==> config.mk <==
export PLATFORM = sky130hd
export DESIGN_NAME = jt12_regfile_q
export DESIGN_NICKNAME = d
export VERILOG_FILES = /design/src/rtl/jt12_regfile_q.sv
export SDC_FILE = /design/constraint.sdc
export NUM_CORES = 2
export LEC_CHECK = 0
export ABC_AREA = 0
export BUFFER_PORTS_ARGS = -buffer_cell sky130_fd_sc_hd__buf_4
export CORE_ASPECT_RATIO = 0.8
export CORE_MARGIN = 10
export CORE_UTILIZATION = 50
export CTS_CLUSTER_SIZE = 14
export DETAILED_ROUTE_END_ITERATION = 6
export GPL_TIMING_DRIVEN = 0
export PLACE_DENSITY = 0.66
export SKIP_LAST_GASP = 1
export SLEW_MARGIN = 20
export SYNTH_ARGS = -nofsm -noshare
export SYNTH_HDL_FRONTEND = slang
export SYNTH_SLANG_ARGS = --single-unit
==> constraint.sdc <==
create_clock -name clk -period 14.6 [get_ports clk]
set_input_delay 2.92 -clock clk [delete_from_list [all_inputs] [get_ports clk]]
set_output_delay 2.92 -clock clk [all_outputs]
set_load 0.02 [all_outputs]
==> src/rtl/jt12_regfile_q.sv <==
// Per-slot FM register store: operator and channel records fed by a ready/valid
// write queue, streamed one slot per cycle to the PG/EG/OP pipeline.
module jt12_regfile_q #(
  parameter int CHANNELS = 6,
  parameter int QDEPTH   = 4,
  parameter int CHW      = 3
) (
  input  logic            clk,
  input  logic            rst_n,
  input  logic            wr_valid,
  output logic            wr_ready,
  input  logic [CHW-1:0]  wr_ch,
  input  logic [1:0]      wr_op,
  input  logic [3:0]      wr_field,
  input  logic [7:0]      wr_data,
  output logic            busy,
  output logic            out_zero,
  output logic [4:0]      out_slot,
  output logic [43:0]     op_out,
  output logic [26:0]     ch_out
);

  localparam int SLOTS  = 4 * CHANNELS;
  localparam int SLOT_W = $clog2(SLOTS);
  localparam int PTR_W  = $clog2(QDEPTH);
  localparam int CNT_W  = PTR_W + 1;

  typedef enum logic [3:0] {
    F_DT1_MUL  = 4'd0,
    F_TL       = 4'd1,
    F_KS_AR    = 4'd2,
    F_AM_D1R   = 4'd3,
    F_D2R      = 4'd4,
    F_D1L_RR   = 4'd5,
    F_SSG      = 4'd6,
    F_FNUM_LO  = 4'd8,
    F_BLK_FNUM = 4'd9,
    F_FB_ALG   = 4'd10,
    F_RL_AMS   = 4'd11
  } field_e;

  typedef struct packed {
    logic [2:0] dt1;
    logic [3:0] mul;
    logic [6:0] tl;
    logic [1:0] ks;
    logic [4:0] ar;
    logic       amen;
    logic [4:0] d1r;
    logic [4:0] d2r;
    logic [3:0] d1l;
    logic [3:0] rr;
    logic       ssg_en;
    logic [2:0] ssg_eg;
  } op_rec_t;

  typedef struct packed {
    logic [2:0]  block;
    logic [10:0] fnum;
    logic [2:0]  fb;
    logic [2:0]  alg;
    logic [1:0]  rl;
    logic [1:0]  ams;
    logic [2:0]  pms;
  } ch_rec_t;

  typedef struct packed {
    logic [CHW-1:0] ch;
    logic [1:0]     op;
    logic [3:0]     field;
    logic [7:0]     data;
  } wr_req_t;

  // Write queue
  wr_req_t          r_q [QDEPTH];
  logic [PTR_W-1:0] r_rd_ptr, r_wr_ptr;
  logic [CNT_W-1:0] r_count;

  logic    w_full, w_empty, w_push, w_pop;
  wr_req_t w_head;

  assign w_full   = (r_count == CNT_W'(QDEPTH));
  assign w_empty  = (r_count == '0);
  assign w_push   = wr_valid & ~w_full;
  assign w_head   = r_q[r_rd_ptr];
  assign wr_ready = ~w_full;
  assign busy     = ~w_empty;

  // NOTE: queue storage is not reset; r_count alone decides which entries are live.
  always_ff @(posedge clk) begin
    if (w_push) r_q[r_wr_ptr] <= {wr_ch, wr_op, wr_field, wr_data};
  end

  // NOTE: sequential state uses <= so every register samples pre-edge values.
  always_ff @(posedge clk or negedge rst_n) begin
    if (!rst_n) begin
      r_rd_ptr <= '0;
      r_wr_ptr <= '0;
      r_count  <= '0;
    end else begin
      if (w_push) r_wr_ptr <= r_wr_ptr + 1'b1;
      if (w_pop)  r_rd_ptr <= r_rd_ptr + 1'b1;
      case ({w_push, w_pop})
        2'b10:   r_count <= r_count + 1'b1;
        2'b01:   r_count <= r_count - 1'b1;
        default: r_count <= r_count;
      endcase
    end
  end

  // Head decode and commit
  logic [4:0]     r_cur;
  logic [CHW-1:0] r_cur_ch;
  logic           w_field_op, w_field_ch, w_ch_ok, w_req_ok, w_hit;
  logic           w_commit_op, w_commit_ch;
  logic [4:0]     w_target;

  // NOTE: every comb output gets a default first so no path can infer a latch.
  always_comb begin
    w_field_op = 1'b0;
    w_field_ch = 1'b0;
    case (w_head.field)
      F_DT1_MUL, F_TL, F_KS_AR, F_AM_D1R, F_D2R, F_D1L_RR, F_SSG: w_field_op = 1'b1;
      F_FNUM_LO, F_BLK_FNUM, F_FB_ALG, F_RL_AMS:                  w_field_ch = 1'b1;
      default: ;
    endcase
  end

  assign w_ch_ok  = (int'(w_head.ch) < CHANNELS);
  assign w_req_ok = w_ch_ok & (w_field_op | w_field_ch);
  // Channel fields live at the op0 slot of their channel, which is slot == ch
  assign w_target = w_field_ch ? 5'(w_head.ch)
                               : 5'(w_head.op) * 5'(CHANNELS) + 5'(w_head.ch);
  assign w_hit       = (w_target == r_cur);
  assign w_pop       = ~w_empty & (~w_req_ok | w_hit);
  assign w_commit_op = ~w_empty & w_req_ok & w_field_op & w_hit;
  assign w_commit_ch = ~w_empty & w_req_ok & w_field_ch & w_hit;

  // Records; a commit always targets the record at cur, so one merge serves both write and read
  op_rec_t r_op [SLOTS];
  ch_rec_t r_ch [CHANNELS];
  op_rec_t w_op_new;
  ch_rec_t w_ch_new;
  logic [7:0] w_d;

  assign w_d = w_head.data;

  always_comb begin
    w_op_new = r_op[r_cur[SLOT_W-1:0]];
    if (w_commit_op) begin
      case (w_head.field)
        F_DT1_MUL: begin w_op_new.dt1 = w_d[6:4]; w_op_new.mul = w_d[3:0]; end
        F_TL:      w_op_new.tl = w_d[6:0];
        F_KS_AR:   begin w_op_new.ks = w_d[7:6]; w_op_new.ar = w_d[4:0]; end
        F_AM_D1R:  begin w_op_new.amen = w_d[7]; w_op_new.d1r = w_d[4:0]; end
        F_D2R:     w_op_new.d2r = w_d[4:0];
        F_D1L_RR:  begin w_op_new.d1l = w_d[7:4]; w_op_new.rr = w_d[3:0]; end
        F_SSG:     begin w_op_new.ssg_en = w_d[3]; w_op_new.ssg_eg = w_d[2:0]; end
        default: ;
      endcase
    end
  end

  always_comb begin
    w_ch_new = r_ch[r_cur_ch];
    if (w_commit_ch) begin
      case (w_head.field)
        F_FNUM_LO:  w_ch_new.fnum[7:0] = w_d;
        F_BLK_FNUM: begin w_ch_new.block = w_d[5:3]; w_ch_new.fnum[10:8] = w_d[2:0]; end
        F_FB_ALG:   begin w_ch_new.fb = w_d[5:3]; w_ch_new.alg = w_d[2:0]; end
        F_RL_AMS:   begin w_ch_new.rl = w_d[7:6]; w_ch_new.ams = w_d[5:4]; w_ch_new.pms = w_d[2:0]; end
        default: ;
      endcase
    end
  end

  // Records are cleared by reset so a mid-operation reset leaves a clean voice state
  always_ff @(posedge clk or negedge rst_n) begin
    if (!rst_n) begin
      for (int i = 0; i < SLOTS; i++)    r_op[i] <= '0;
      for (int i = 0; i < CHANNELS; i++) r_ch[i] <= '0;
    end else begin
      if (w_commit_op) r_op[r_cur[SLOT_W-1:0]] <= w_op_new;
      if (w_commit_ch) r_ch[r_cur_ch]          <= w_ch_new;
    end
  end

  // Slot counter and registered read port
  logic [4:0]  r_out_slot;
  logic        r_out_zero;
  logic [43:0] r_op_out;
  logic [26:0] r_ch_out;

  always_ff @(posedge clk or negedge rst_n) begin
    if (!rst_n) begin
      r_cur      <= '0;
      r_cur_ch   <= '0;
      r_out_slot <= '0;
      r_out_zero <= 1'b1;
      r_op_out   <= '0;
      r_ch_out   <= '0;
    end else begin
      r_cur      <= (r_cur == 5'(SLOTS - 1)) ? '0 : r_cur + 1'b1;
      r_cur_ch   <= (r_cur_ch == CHW'(CHANNELS - 1)) ? '0 : r_cur_ch + 1'b1;
      r_out_slot <= r_cur;
      r_out_zero <= (r_cur == '0);
      r_op_out   <= w_op_new;
      r_ch_out   <= w_ch_new;
    end
  end

  assign out_slot = r_out_slot;
  assign out_zero = r_out_zero;
  assign op_out   = r_op_out;
  assign ch_out   = r_ch_out;

endmodule

==> impl_metrics.env <==
export IMPL_fin_crit_ns=7.12
export IMPL_synth_seq_cells=1378
export IMPL_required_ns=15.20
export IMPL_final_util=0.565
export IMPL_final_antenna_net_count=0
export IMPL_port_buffers=98
export IMPL_crit_path_end_kind="register"
export IMPL_drive_gt1_frac=0.198
export IMPL_initial_core_util=0.502
export IMPL_grt_pass1_vias=44438
export IMPL_syn2layout_area_growth_pct=12.6
export IMPL_final_max_slew_violation_count=0
export IMPL_grt_util_all_layers=0.314
export IMPL_clk_latency_ns=0.79
export IMPL_setup_violations_final=0
export IMPL_relSlewSlack=0.149
export IMPL_wire_per_inst_um=29.9
export IMPL_dp_cells=6873
export IMPL_seq_area_frac_synth=0.576
export IMPL_maxCapViolations=0
export IMPL_fillerInstances=10323
export IMPL_dr_first_iter_drc_count=5811
export IMPL_status="finished, violations left"
export IMPL_synth_nets=5168
export IMPL_leakage_nw=30.6
export IMPL_ios=99
export IMPL_dp_hpwl_um=150000
export IMPL_clkTransAtPathRegs_ns=0.06
export IMPL_violations="design-rule violations"
export IMPL_post_route_cell_area_mm2=0.0680
export IMPL_dieArea_mm2=0.135
export IMPL_cts_hold_buf=0
export IMPL_cts_resized=0
export IMPL_start_kind="register"
export IMPL_clockBufferDepth=3
export IMPL_cts_htree_levels=4
export IMPL_ir_worst_vdd_mv=0.116
export IMPL_cts_sinks=1378
export IMPL_drc_errors=2
export IMPL_dieWidth_um=409
export IMPL_numCtsBuffers=134
export IMPL_synth_area_per_cell_um2=11.8
export IMPL_hold_class="register to register"
export IMPL_cts_tree="built"
export IMPL_max_freq_mhz=140
export IMPL_via_per_inst=6.33
export IMPL_skew_ns=0.0292
export IMPL_fin_nets=5420
export IMPL_cp_max_fo=10
export IMPL_grt_ovfl_total=0
export IMPL_yosys_warnings=0
export IMPL_stdcell_count=7121
export IMPL_grt_max_degree=151
export IMPL_grt_setup_unrepaired="no"
export IMPL_core_region_area_mm2=0.120
export IMPL_vias=45054
export IMPL_tightest_slew_ns=1.24
export IMPL_hold_viol=0
export IMPL_die_h_um=331
export IMPL_antenna_found_initial=15
export IMPL_synth_cells=5133
export IMPL_place_area_mm2=0.0637
export IMPL_cp_arrival_ns=7.73
export IMPL_wl_um=213000
export IMPL_grt_pass1_wl_um=309000
export IMPL_drt_pass1_iter_count=7
export IMPL_power_density_mw_per_mm2=127
export IMPL_cts_setup_buffers=0
export IMPL_synthDistinctLibCells=57
export IMPL_cts_root_buf="clkbuf_16"
export IMPL_syn_cell_area_mm2=0.0604
export IMPL_critical_path_class="register to register"
export IMPL_gp_congestion=1.03
export IMPL_num_rows=114
export IMPL_finalCritPeriodShare=0.488
[critical path, cell delays in order, from the launching register on]
cell	delay, ns
dfrtp_1	0.44
clkbuf_1	0.39
buf_2	0.54
buf_2	0.56
clkbuf_1	0.95
buf_2	0.69
mux4_2	0.62
mux2i_1	0.45
o22ai_1	0.18
mux2i_2	0.97
clkbuf_1	0.85
o21ai_0	0.24
[routing by layer]
metal | track usage | vias up | wire [um]
met5 | 0.00985 | - | 302
met4 | 0.165 | 14 | 12400
met3 | 0.125 | 592 | 27200
met2 | 0.454 | 2642 | 91500
met1 | 0.407 | 23295 | 81700
li1 | - | 18511 | -
[cells in the final DEF (no fill, tap or decap), types with 12 or more instances in the layout]
master	netlist	final
o21a_1	14	14
nor2_1	51	51
diode_2	0	15
buf_1	37	21
mux4_2	320	320
mux2i_4	14	15
edfxtp_1	68	68
mux2i_2	9	22
and3_1	12	12
buf_4	9	112
o21ai_1	215	214
clkbuf_8	0	22
o21ai_0	884	882
nand2_1	1107	1107
ha_1	13	13
mux2i_1	172	158
mux2_2	153	153
dfrtp_1	1309	1309
inv_1	114	114
o22ai_1	46	46
clkbuf_1	240	263
buf_2	163	174
clkbuf_16	0	141
a22oi_1	23	23
nand4_1	19	19
clkbuf_2	2	17
clkinv_2	0	21
[where the power goes]
group          switching (W)  internal (W)  leakage (nW)
combinational       0.000895      0.000302          9.51
sequential         0.0000226       0.00391          18.9
clock                0.00154       0.00197          2.14
total                0.00246       0.00619          30.6
[cell usage after synthesis, drive strengths merged]
cell / number / area (um^2)
clkbuf: 242 / 911
nor4: 1 / 21.3
mux4: 320 / 7210
nor2b: 7 / 43.8
o21a: 14 / 105
nand3: 17 / 175
xor2: 6 / 52.6
mux2i: 195 / 2160
a32oi: 1 / 8.76
and2: 2 / 12.5
a21oi: 12 / 90.1
and3: 12 / 75.1
o21ai: 1099 / 5500
buf: 217 / 1120
nor3: 2 / 10.0
dfstp: 1 / 26.3
a21o: 6 / 45.0
a211o: 1 / 8.76
a211oi: 2 / 15.0
ha: 13 / 163
nand2: 1108 / 4160
a221oi: 9 / 78.8
nor2: 51 / 191
edfxtp: 68 / 2040
nand2b: 7 / 43.8
inv: 114 / 428
a31oi: 11 / 75.1
nand4: 35 / 380
o22ai: 46 / 288
and3b: 3 / 26.3
a22oi: 33 / 342
xnor2: 3 / 26.3
mux2: 155 / 1750
o2111ai: 1 / 8.76
nor3b: 2 / 15.0
dfrtp: 1309 / 32800
fa: 2 / 40.0
and4b: 3 / 30.0
or2: 3 / 18.8
[sequential cells by signal (all words and copies together) (netlist names)]
name,flops
r_op,1056
r_ch,162
r_q,68
op_out,44
ch_out,27
out_slot,5
r_cur,5
r_count,3
r_cur_ch,3
r_rd_ptr,2
r_wr_ptr,2
out_zero,1
[stage by stage]
stage	total power (W)	hold WS (ns)	setup TNS, ns	setup WS [ns]
6_report	0.00865	0.473	0	7.48
5_1_grt	0.00889	0.484	0	7.34
4_1_cts	0.00863	0.478	0	7.63
3_5_place_dp	0.00518	0.459	0	7.64
3_3_place_gp	0.00513	0.455	-6690.70	-5.37
2_1_floorplan	0.00473	0.352	0	9.29
[kinds of logic (layout without fill, tap and decap cells)]
logic type | after synthesis | after routing | share of synthesized area
xor+xnor | 9 | 9 | 0.00130
buf+inv | 573 | 922 | 0.0406
flops | 1378 | 1378 | 0.576
compound gates | 1235 | 1235 | 0.109
other cells | 0 | 15 | 0
simple gates | 1253 | 1253 | 0.0861
mux | 670 | 670 | 0.184
fa+ha+maj | 15 | 15 | 0.00335
[path summary, 6_finish.rpt]
path	start	to	slack, ns	depth (start not counted)
worst min register to register	r_op[1]$_DFFE_PN0P_	r_op[1]$_DFFE_PN0P_	0.47	2
min in group asynchronous	rst_n	ch_out[11]$_DFF_PN0_	2.04	1
worst min-delay path	r_op[1]$_DFFE_PN0P_	r_op[1]$_DFFE_PN0P_	0.47	2
max in group asynchronous	rst_n	r_op[384]$_DFFE_PN0P_	10.25	4
worst max register to register	r_cur[0]$_DFF_PN0_	r_op[169]$_DFFE_PN0P_	7.48	11
worst max-delay path	r_cur[0]$_DFF_PN0_	r_op[169]$_DFFE_PN0P_	7.48	11
[layout make-up]
cell class / instances / area, um^2 / area share
Tap cell: 1624 / 2030 / 0.0299
Buffer: 459 / 2060 / 0.0303
Multi-Input combinational cell: 3182 / 23200 / 0.341
Clock buffer: 196 / 3960 / 0.0581
Inverter: 114 / 428 / 0.00629
Timing Repair Buffer: 116 / 1100 / 0.0161
Antenna cell: 15 / 37.5 / 0.000552
Clock inverter: 37 / 374 / 0.00550
Sequential cell: 1378 / 34800 / 0.512
Note: power is estimated with default switching activity, not from simulation.
